[src/rtl/m_dmem_pkg.sv]
// Shared types and defaults for the M-stage data-memory access controller.
package m_dmem_pkg;

  typedef enum logic [1:0] {
    ST_IDLE = 2'd0,
    ST_BUSY = 2'd1,
    ST_RESP = 2'd2
  } state_t;

  typedef enum logic {
    OWN_CPU = 1'b0,
    OWN_DMA = 1'b1
  } owner_t;

  localparam int unsigned DEF_TIMEOUT    = 255;
  localparam int unsigned DEF_STARVE_MAX = 4;
  localparam int unsigned TCNT_W         = 8;
  localparam logic [31:0] WORD_MASK      = 32'hFFFF_FFFC;

endpackage

[src/rtl/m_dmem_arb.sv]
// CPU/DMA winner select with a DMA starvation counter that forces a DMA grant.
module m_dmem_arb
  import m_dmem_pkg::*;
#(
  parameter int unsigned STARVE_MAX = DEF_STARVE_MAX
) (
  input  logic   clk,
  input  logic   rst_n,
  input  logic   i_arb_en,
  input  logic   i_cpu_valid,
  input  logic   i_dma_req,
  output logic   o_grant,
  output owner_t o_owner
);

  localparam int unsigned SW = (STARVE_MAX < 1) ? 1 : $clog2(STARVE_MAX + 1);

  logic [SW-1:0] r_starve;
  logic          w_starved;

  assign w_starved = (r_starve == SW'(STARVE_MAX));
  assign o_grant   = i_arb_en & (i_cpu_valid | i_dma_req);
  assign o_owner   = (i_dma_req & (~i_cpu_valid | w_starved)) ? OWN_DMA : OWN_CPU;

  // Losses only count in arbitration cycles; an idle DMA side resets the history.
  always_ff @(posedge clk or negedge rst_n) begin
    if (!rst_n) begin
      r_starve <= '0;
    end else if (!i_dma_req) begin
      r_starve <= '0;
    end else if (o_grant) begin
      if (o_owner == OWN_DMA) begin
        r_starve <= '0;
      end else if (!w_starved) begin
        r_starve <= r_starve + SW'(1);
      end
    end
  end

endmodule

[src/rtl/m_dmem_ctrl.sv]
// M-stage data-memory controller: shares one bus port between CPU and DMA.
module m_dmem_ctrl
  import m_dmem_pkg::*;
#(
  parameter int unsigned TIMEOUT    = DEF_TIMEOUT,
  parameter int unsigned STARVE_MAX = DEF_STARVE_MAX
) (
  input  logic        clk,
  input  logic        reset,
  input  logic        cpu_req,
  input  logic        cpu_we,
  input  logic [3:0]  cpu_be,
  input  logic [31:0] cpu_addr,
  input  logic [31:0] cpu_wdata,
  input  logic        cpu_exc,
  output logic        cpu_stall,
  output logic        cpu_done,
  output logic [31:0] cpu_rdata,
  input  logic        dma_req,
  input  logic        dma_we,
  input  logic [3:0]  dma_be,
  input  logic [31:0] dma_addr,
  input  logic [31:0] dma_wdata,
  output logic        dma_done,
  output logic [31:0] dma_rdata,
  output logic        bus_req,
  output logic        bus_we,
  output logic [3:0]  bus_be,
  output logic [31:0] bus_addr,
  output logic [31:0] bus_wdata,
  input  logic        bus_ack,
  input  logic [31:0] bus_rdata,
  output logic        timeout_err
);

  localparam logic [TCNT_W-1:0] TCNT_LAST = TCNT_W'(TIMEOUT - 1);

  state_t              r_state;
  state_t              w_state_nxt;
  owner_t              r_owner;
  owner_t              w_owner;
  logic [TCNT_W-1:0]   r_tcnt;
  logic                w_cpu_valid;
  logic                w_arb_en;
  logic                w_grant;
  logic                w_tout_hit;
  logic                w_busy_fin;
  logic                w_sel_we;
  logic [3:0]          w_sel_be;
  logic [31:0]         w_sel_addr;
  logic [31:0]         w_sel_wdata;
  logic [31:0]         w_resp_data;

  assign w_cpu_valid = cpu_req & ~cpu_exc;
  assign cpu_stall   = w_cpu_valid & ~cpu_done;
  assign w_arb_en    = (r_state == ST_IDLE);

  m_dmem_arb #(
    .STARVE_MAX (STARVE_MAX)
  ) u_arb (
    .clk         (clk),
    .rst_n       (reset),
    .i_arb_en    (w_arb_en),
    .i_cpu_valid (w_cpu_valid),
    .i_dma_req   (dma_req),
    .o_grant     (w_grant),
    .o_owner     (w_owner)
  );

  always_comb begin
    w_sel_we    = cpu_we;
    w_sel_be    = cpu_be;
    w_sel_addr  = cpu_addr;
    w_sel_wdata = cpu_wdata;
    if (w_owner == OWN_DMA) begin
      w_sel_we    = dma_we;
      w_sel_be    = dma_be;
      w_sel_addr  = dma_addr;
      w_sel_wdata = dma_wdata;
    end
  end

  // bus_req low in BUSY means a zero-byte-enable access: finish without a bus cycle.
  assign w_tout_hit  = bus_req & ~bus_ack & (r_tcnt == TCNT_LAST);
  assign w_busy_fin  = ~bus_req | bus_ack | w_tout_hit;
  assign w_resp_data = (bus_req & bus_ack) ? bus_rdata : '0;

  always_ff @(posedge clk or negedge reset) begin
    if (!reset) begin
      r_state <= ST_IDLE;
    end else begin
      r_state <= w_state_nxt;
    end
  end

  always_comb begin
    w_state_nxt = r_state;
    case (r_state)
      ST_IDLE: if (w_grant)    w_state_nxt = ST_BUSY;
      ST_BUSY: if (w_busy_fin) w_state_nxt = ST_RESP;
      ST_RESP: w_state_nxt = ST_IDLE;
      default: w_state_nxt = ST_IDLE;
    endcase
  end

  always_ff @(posedge clk or negedge reset) begin
    if (!reset) begin
      r_owner     <= OWN_CPU;
      r_tcnt      <= '0;
      bus_req     <= 1'b0;
      bus_we      <= 1'b0;
      bus_be      <= '0;
      bus_addr    <= '0;
      bus_wdata   <= '0;
      cpu_done    <= 1'b0;
      cpu_rdata   <= '0;
      dma_done    <= 1'b0;
      dma_rdata   <= '0;
      timeout_err <= 1'b0;
    end else begin
      cpu_done <= 1'b0;
      dma_done <= 1'b0;
      case (r_state)
        ST_IDLE: begin
          if (w_grant) begin
            r_owner   <= w_owner;
            r_tcnt    <= '0;
            bus_req   <= |w_sel_be;
            bus_we    <= w_sel_we;
            bus_be    <= w_sel_be;
            bus_addr  <= w_sel_addr & WORD_MASK;
            bus_wdata <= w_sel_wdata;
          end
        end
        ST_BUSY: begin
          if (w_busy_fin) begin
            bus_req <= 1'b0;
            if (w_tout_hit) timeout_err <= 1'b1;
            if (r_owner == OWN_DMA) begin
              dma_done  <= 1'b1;
              dma_rdata <= w_resp_data;
            end else begin
              cpu_done  <= 1'b1;
              cpu_rdata <= w_resp_data;
            end
          end else begin
            r_tcnt <= r_tcnt + TCNT_W'(1);
          end
        end
        default: ;
      endcase
    end
  end

endmodule

[config.mk]
export PLATFORM = sky130hd
export DESIGN_NAME = m_dmem_ctrl
export DESIGN_NICKNAME = d
export VERILOG_FILES = /design/src/rtl/m_dmem_pkg.sv /design/src/rtl/m_dmem_arb.sv /design/src/rtl/m_dmem_ctrl.sv
export SDC_FILE = /design/constraint.sdc
export NUM_CORES = 1
export LEC_CHECK = 0
export ABC_AREA = 1
export CAP_MARGIN = 20
export CORE_AREA = 2 2 129 131
export DETAILED_ROUTE_END_ITERATION = 8
export DIE_AREA = 0 0 131 133
export PLACE_DENSITY = 0.8
export SETUP_SLACK_MARGIN = 0.3
export SLEW_MARGIN = 10
export SYNTH_ARGS = -nofsm -noshare
export SYNTH_HDL_FRONTEND = slang
export SYNTH_SLANG_ARGS = --single-unit
[constraint.sdc]
create_clock -name clk -period 2 [get_ports clk]
set_input_delay 0.4 -clock clk [delete_from_list [all_inputs] [get_ports clk]]
set_output_delay 0.4 -clock clk [all_outputs]
set_load 0.02 [all_outputs]
; Word level (Yosys, flattened, before mapping)
; Cells that the tools add are included.
[word_totals]
out_inout_bits = 138
register_bits = 149
input_bits = 176
word_cells = 77
[op_classes]
n_eq_ne = 8
addsub = 2
mux = 25
n_bitwise = 17
n_reduce_logical = 11
[ops]
columns = operator, count
row1 = $mux W32, 3
row2 = $mux W8, 2
row3 = $pmux W8 S2, 1
row4 = $reduce_and A3 Y1, 5
row5 = $mux W3, 4
row6 = $mux W1, 10
row7 = $add A8 B1 Y8 const B, 1
row8 = $eq A8 B8 Y1 const B, 1
row9 = $and A1 B1 Y1, 7
row10 = $ne A2 B2 Y1 const B, 3
row11 = $not A1 Y1, 6
row12 = $reduce_and A2 Y1, 3
row13 = $mux W2, 2
row14 = $mux W4, 1
row15 = $or A1 B1 Y1, 4
row16 = $pmux W2 S2, 1
row17 = $reduce_or A4 Y1, 1
row18 = $add A3 B1 Y3 const B, 1
row19 = $eq A3 B3 Y1 const B, 1
row20 = $ne A3 B3 Y1 const B, 1
row21 = $eq A2 B1 Y1 const B, 1
row22 = $logic_not A2 Y1, 1
row23 = $ne A2 B1 Y1 const B, 1
row24 = $pmux W1 S2, 1
row25 = $reduce_bool A2 Y1, 1

; Logic depth before layout (Yosys ltp)
; Gate-level depths: netlist of run 1.
[depth]
word_depth = 10
ltp_mapped = 13
depth_no_buf = 11

; By module
; From an unflattened synthesis of run 1, not the netlist that was laid out.
[hier_totals]
hier_cells = 853
hier_area_um2 = 6945.4
[by_module_without_submodules]
columns = mod, cells_per_inst, n_inst, area_each_um2, seq_area_each_um2
row1 = m_dmem_ctrl, 825, 1, 6729.0, 3653.5
row2 = m_dmem_arb, 28, 1, 216.5, 75.1

; Least setup slack after synthesis of run 1
; Ideal clock, no wire load.
[synth_timing]
kind = reg-to-reg
startpoint = register u_arb.r_starve[0]
endpoint = register bus_wdata[17]
arrival_time_ps = 1421
setup_time_ps = 121
stages_incl_launch_ff = 10
setup_slack_ps = 458
path_cell_list = dfrtp_1 -> inv_1 -> ha_1 -> nand2_1 -> nand3_2 -> nand2_2 -> clkinv_1 -> clkbuf_1 -> o21ai_0 -> o21ai_1
[synth_between]
elab_chain_cells = 5
[synth_lines]
columns = item, line_no
row1 = from (decl), m_dmem_arb.sv:18  ; logic [SW-1:0] r_starve;
row2 = from (signal assigned), m_dmem_arb.sv:35  ; r_starve <= r_starve + SW'(1);
row3 = $eq A3 B3 Y1, m_dmem_arb.sv:21  ; assign w_starved = (r_starve == SW'(STARVE_MAX));
row4 = $or A1 B1 Y1, m_dmem_arb.sv:23  ; assign o_owner = (i_dma_req & (~i_cpu_valid | w_starved)) ? OWN_DMA : OWN_CPU;
row5 = $and A1 B1 Y1, m_dmem_arb.sv:23
row6 = $mux W1, m_dmem_arb.sv:23
row7 = $mux W32, m_dmem_ctrl.sv:75  ; if (w_owner == OWN_DMA) begin
row8 = to (signal assigned), m_dmem_ctrl.sv:132  ; bus_wdata <= w_sel_wdata;
row9 = to (decl), m_dmem_ctrl.sv:30  ; output logic [31:0] bus_wdata,
; Every way passes these cells.
; A chain may end at the register's enable or synchronous reset.

; Final worst setup path of run 1
[layout_timing]
startpoint = input cpu_req
endpoint = output cpu_stall
[layout_between]
elab_chain_cells = 2
[layout_lines]
columns = item, line_no
row1 = from (decl), m_dmem_ctrl.sv:10  ; input logic cpu_req,
row2 = $and A1 B1 Y1, m_dmem_ctrl.sv:54  ; assign w_cpu_valid = cpu_req & ~cpu_exc;
row3 = $and A1 B1 Y1, m_dmem_ctrl.sv:55  ; assign cpu_stall = w_cpu_valid & ~cpu_done;
row4 = to (decl), m_dmem_ctrl.sv:16  ; output logic cpu_stall,
; Every way passes these cells.

==> results of run 1 <==
-- layout by cell type, fill, tap and decap left out, types with 2 or more instances in the layout --
cell type	synthesis	final
nand2_1	197	192
clkdlybuf4s50_1	0	170
dfrtp_1	149	149
dlygate4sd2_1	0	135
o21ai_0	135	129
nor2_1	78	78
o21ai_1	37	43
o21ai_2	25	25
buf_4	3	21
clkbuf_16	0	17
nand3_1	16	16
inv_1	17	15
buf_12	0	14
nand2_2	5	8
inv_6	0	5
xor2_1	4	4
a31oi_1	4	4
inv_2	1	3
ha_1	4	3
clkinv_4	0	3
buf_6	12	3
nand2_4	0	2
a21oi_1	2	2
nand4_1	2	2
conb_1	1	2
clkbuf_8	0	2
bufinv_16	0	2
inv_8	0	2
-- worst reg2reg max path, delay by kind of cell, from the launching register on --
family,cells,cell delay (ps)
adders and majority gates,1,180
buffers and inverters,3,360
DFF,1,390
and+or+nand+nor,9,600
-- registers in the layout, summed over array words and instances, names as in the netlist --
signal / cells
r_owner: 1
cpu_done: 1
bus_be: 4
r_tcnt: 8
timeout_err: 1
bus_wdata: 32
dma_rdata: 32
bus_addr: 30
bus_we: 1
cpu_rdata: 32
u_arb.r_starve: 3
dma_done: 1
r_state: 2
bus_req: 1
-- per-layer routing --
layer,wire length (um),GRT usage [%],part of all wire (%)
met5,34,0,0.16
met4,444,7.624,2.1
met3,2292,10.51,11
met2,10150,39.46,48
met1,8095,27.89,39
-- metrics by stage --
stage	total power [uW]	TNS [ps]	setup WS, ps
3_3_place_gp	13090	-988.7	-261.0
3_5_place_dp	13260	-1670	-257.0
6_report	15580	0	290.9
4_1_cts	15670	0	103.7
5_1_grt	16550	0	245.1
2_1_floorplan	9161	0	457.6
-- final cells by class --
class                           instances  share of cell area (%)
Multi-Input combinational cell        517                   23.18
Sequential cell                       149                   35.33
Tap cell                              220                   2.608
Timing Repair Buffer                  347                   32.39
Clock buffer                           19                   4.292
Inverter                               19                  0.6758
Clock inverter                         13                   1.518
-- cells by family after synthesis --
group | after synthesis
and+or+nand+nor | 302
AOI/OAI and AO/OA | 205
DFF | 149
buffers and inverters | 67
xor gates and xnor gates | 4
adders and majority gates | 4
other | 1
-- timing repair --
item                       in CTS  in global routing
setup endpoints to repair     168                124
hold buffers                    1                  0
setup buffers                   0                  7
gates cloned                    1                  0
resized for setup             142                 17
hold endpoints to repair       44                  0
pin swaps                       1                  3
-- power groups by stage --
stage / logic, uW / registers, uW / clock network, uW
finish: 7160 / 5120 / 3300
global route: 7780 / 5270 / 3500
CTS: 7180 / 5120 / 3360
detailed placement: 8080 / 5190 / 0
global placement: 7950 / 5140 / 0
floorplan: 2410 / 6750 / 0
-- worst max path at each step --
| stage | slack, ps | start | to |
|---|---|---|---|
| floorplan | 460 | u_arb.r_starve[0] | bus_wdata[17] |
| global placement | -260 | cpu_req | cpu_stall |
| detailed placement | -260 | cpu_req | cpu_stall |
| CTS | 100 | cpu_req | cpu_stall |
| global route | 250 | cpu_req | cpu_stall |
| finish | 290 | cpu_req | cpu_stall |
==> results.ini, run 1 <==
[run_status]
outcome=completed

[cts]
htreeDepth=4
clock_sinks=149
clk_pin_slew_ps=60
cts_buffers=17
cts-root-buf=clkbuf_16
clock_path_buffers=2
insertion_delay_ps=420
cts_tree=built

[setup_path]
cp_max_fo=3
critical_path_depth=4
r2r-start=u_arb.r_starve[0]
worst_r2r_path_depth=13
path_buf_inv=2
slowest_delay_ps=540
crit_family=buffers and inverters
cp.arrival_ps=1310
worstSetupEndpointType=output pin
crit_path_top_delay_cell=clkdlybuf4s50_1
critPathLaunchType=input pin
required_ps=1600
path_cells=clkdlybuf4s50_1 -> nand2_4 -> nor2_1 -> buf_2
r2r_slack_ps=360
r2r_end=bus_req
path_class=input pin to output pin

[routing]
vias_per_cell=4.889
via_count=6278
drc=0
routed_wirelength_um=21020
drtPass1Iterations=5
drt-initial-drc-count=299
wl_per_cell_um=16.37
drtAntennaViolNets=0

[floorplan]
rows=47
initial_utilization_pct=40.24
ios=314
core_um2=16170
die-area_um2=17420
die-height_um=133
dieWidth_um=131

[run]
cap_violations=0

[synthesis]
synthSimpleGateAreaFrac_pct=18.19
synth-edff-count=0
yosys.cell_count.top_type=nand2_1
async_flop_share_pct=100.0
synth_seq_cells=149
synthXorXnorAreaFrac_pct=0.5384
synthesis.area_um2=6507
synth_compound_area_share_pct=17.40
synthMuxAreaShare_pct=0
syn_inst=732
yosysTopAreaCell=dfrtp_1
seq_area_frac_synth_pct=57.30
syn_area_per_cell_um2=8.890
yosysUniqueCellTypes=26
synth_fa_ha_area_share_pct=0.7691
synth_ff_type=dfrtp_1
ys_warn_count=0
synth_common_cells=197 x nand2_1, 149 x dfrtp_1, 135 x o21ai_0, 78 x nor2_1, 37 x o21ai_1
synth_area_leaders=dfrtp_1 57%, nand2_1 11%, o21ai_0 10%
synth_top_area_share_pct=57.30
synth_top_family_by_area=simple AND/OR/NAND/NOR gates

[timing]
fmax_mhz=585.1
setup_viol=0
post-route-min-period_ps=1709
final_max_slew_viol_count=0
fin_skew_ps=14.48
hold_violations=0
post-route-period-util_pct=85.46
rsz0062_at_grt=yes
hold-worst-slack_ps=468.9

[power]
worst_ir_drop_vdd_uv=731.1
switching_power_uw=6437
seq_power_share_pct=32.9
p_per_area_nw_per_um2=1476
total_leakage_power_uw=0.005051
switching_share_pct=41.32
clock_power_share_pct=21.2
p_int_uw=9141
combPwrFrac_pct=46.0

[cells_and_area]
drive_above_1_share_pct=11.00
final-seq-area_um2=3729
multi_input_area_um2=2446
fill_cells=1365
syn_to_final_growth_pct=62.16
antenna_cells=0
fin_cells=1284
nNetsFinal=1231
final_cell_area_um2=10550
utilization_pct=65.25

[grt]
antenna_found_initial=2
grt_overflow=0
grt_pass1_wl_um=32070
grt_max_degree=50
globalRouteTotalUtil_pct=23.94
first_global_vias=6090

[place]
place_hpwl_um=15230
place_congestion=0.8170
postPlaceCellArea_um2=9961
dpl.cell_count=1243
port_buffers=307

[hold_path]
hp-start=timeout_err
hold_end=timeout_err
min_path_cells=1
hold_class=flip-flop to flip-flop

Power figures use the tool's default switching activity.
==> run 2, diff against run 1 <==
Settings changed: TNS_END_PERCENT from default to 20.
Clock period 2 ns to 1.9 ns, I/O delays scaled along.
==> run 2 against run 1 <==
Against the previous run: die area unchanged; count of clock-buffer cells in the layout decreased by 2; final cell count increased by 1.2%; largest cell class is now buffers; sequential share of layout area shrank 1.5 points; worst setup slack worse by 150 ps; cell area rose by 4.3%; routed wire length grew 4.7%; critical path depth decreased by 3; worst hold slack got worse by 52 ps; sequential power is 5.7% higher.
==> results.ini, run 2 (synthesis gave the netlist of run 1 again) <==
[cts]
cts-root-buf=clkbuf_16
insertion_delay_ps=420
htreeDepth=4
clock_path_buffers=2
cts_buffers=17
clk_pin_slew_ps=70
clock_sinks=149
cts_tree=built

[routing]
drc=0
routed_wirelength_um=22000
drt-initial-drc-count=234
via_count=6405
vias_per_cell=4.927
drtPass1Iterations=5
wl_per_cell_um=16.93
drtAntennaViolNets=0

[cells_and_area]
drive_above_1_share_pct=13.06
nNetsFinal=1247
final_common_cell=clkdlybuf4s50_1
utilization_pct=68.05
final_cell_area_um2=11010
reg.largest.list=bus_wdata x32, cpu_rdata x32, dma_rdata x32
fill_cells=1260
syn_to_final_growth_pct=69.12
antenna_cells=0
layout_common_cells=214 x clkdlybuf4s50_1, 189 x nand2_1, 149 x dfrtp_1, 132 x o21ai_0, 76 x nor2_1

[place]
postPlaceCellArea_um2=10010
place_congestion=0.8561
port_buffers=307
place_hpwl_um=15340

[floorplan]
dieWidth_um=131
die-height_um=133
rows=47
ios=314
initial_utilization_pct=40.24
die-area_um2=17420
core_um2=16170

[timing]
fmax_mhz=567.1
final_max_slew_viol_count=0
post-route-min-period_ps=1764
setup_viol=0
fin_skew_ps=14.07
hold_violations=0
rsz0062_at_grt=yes
post-route-period-util_pct=92.82

[power]
clock_power_share_pct=18.9
seq_power_share_pct=31.5
total_leakage_power_uw=0.005494
switching_power_uw=6937
combPwrFrac_pct=49.7
switching_share_pct=40.36
p_int_uw=10250
worst_ir_drop_vdd_uv=788.8
p_per_area_nw_per_um2=1562

[grt]
grt_max_degree=53
grt.met2_usage_pct=40.82
first_global_vias=6433
grt_pass1_wl_um=32930
global_route.usage.met1_pct=27.90
globalRouteTotalUtil_pct=24.38
grt_use_met3_pct=10.23
busiest_layer=met2
grt_overflow=0
antenna_found_initial=1

[setup_path]
crit_family=buffers and inverters
worstSetupEndpointType=output pin
critPathLaunchType=flip-flop
crit_start=cpu_rdata[24]
crit_path_top_delay_cell=clkdlybuf4s50_1
r2r-start=r_tcnt[0]
required_ps=1520
cp_max_fo=2
path_cells=clkdlybuf4s50_1
slowest_delay_ps=610
path_class=flip-flop to output pin
path_buf_inv=1
cp.arrival_ps=1380

[run_status]
outcome=completed

[run]
cap_violations=0

[hold_path]
hold_class=input pin to asynchronous set/reset pin

==> run 2: cell count changes in the layout (fill, tap and decap cells not counted), sizes merged <==
cell / delta
dlygate4sd2: -88
clkdlybuf4s50: +44
dlymetal6s2s: +44
buf: +11
clkbuf: +2
clkinv: +2
bufbuf: +1
bufinv: -1
clkinvlp: +1
==> run 2: metal layers <==
layer	up-vias	share of wire, %	routed length [um]
met2	260	50	10930
li1	3076	-	-
met3	34	11	2321
met1	3035	38	8273
met4	0	2.2	477
met5	-	0	0
==> run 2: power groups by stage <==
stage	logic (uW)	clock network, uW	registers (uW)
5_1_grt	9230	3460	5560
3_3_place_gp	8400	0	5420
6_report	8530	3250	5410
4_1_cts	8380	3320	5420
2_1_floorplan	2540	0	7100
3_5_place_dp	8530	0	5450
==> run 2: worst paths after layout <==
| kind | to | slack, ps | cells past startpoint |
|---|---|---|---|
| min in group clk | dma_rdata[0] | 480 | 2 |
| worst min register to register | dma_rdata[0] | 480 | 2 |
| worst max-delay path | cpu_rdata[24] | 140 | 1 |
| worst min-delay path | bus_addr[3] | 420 | 2 |
| worst max register to register | dma_rdata[21] | 190 | 12 |
| max in group asynchronous | bus_wdata[27] | 860 | 3 |
==> run 2: layout make-up <==
| type | count | area (um2) | area share (%) |
|---|---|---|---|
| timing repair buffer | 363 | 3865 | 35.12 |
| sequential | 149 | 3729 | 33.88 |
| multi-input combinational | 517 | 2496 | 22.68 |
| clock buffer | 17 | 425.4 | 3.865 |
| tap | 220 | 275.3 | 2.501 |
| clock inverter | 15 | 143.9 | 1.307 |
| inverter | 19 | 71.32 | 0.6480 |
==> run 2: repair_timing <==
action / in CTS / in global routing
cloned: 2 / 4
pin swaps: 7 / 3
endpoints found under the hold margin: 23 / 0
gates resized for setup: 63 / 63
endpoints found under the setup margin: 249 / 233
hold buffers: 1 / 0
buffers inserted: 7 / 6
==> run 2: stage by stage <==
stage	total power, uW	std cells	hold slack, ps	setup slack [ps]	setup TNS [ps]
floorplan	9643	733	84.41	357.6	0
global placement	13820	1248	268.7	-262.6	-14450
detailed placement	13980	1248	270.6	-283.5	-15480
CTS	17120	1290	403.0	46.79	0
global route	18250	1300	421.5	78.58	0
finish	17190	1300	417.0	136.5	0
==> run 3, diff against run 2 <==
Settings changed: CAP_MARGIN 20 to default.
==> results of run 3 <==
No change in the layout: final DEF, timing and power equal those of run 2.
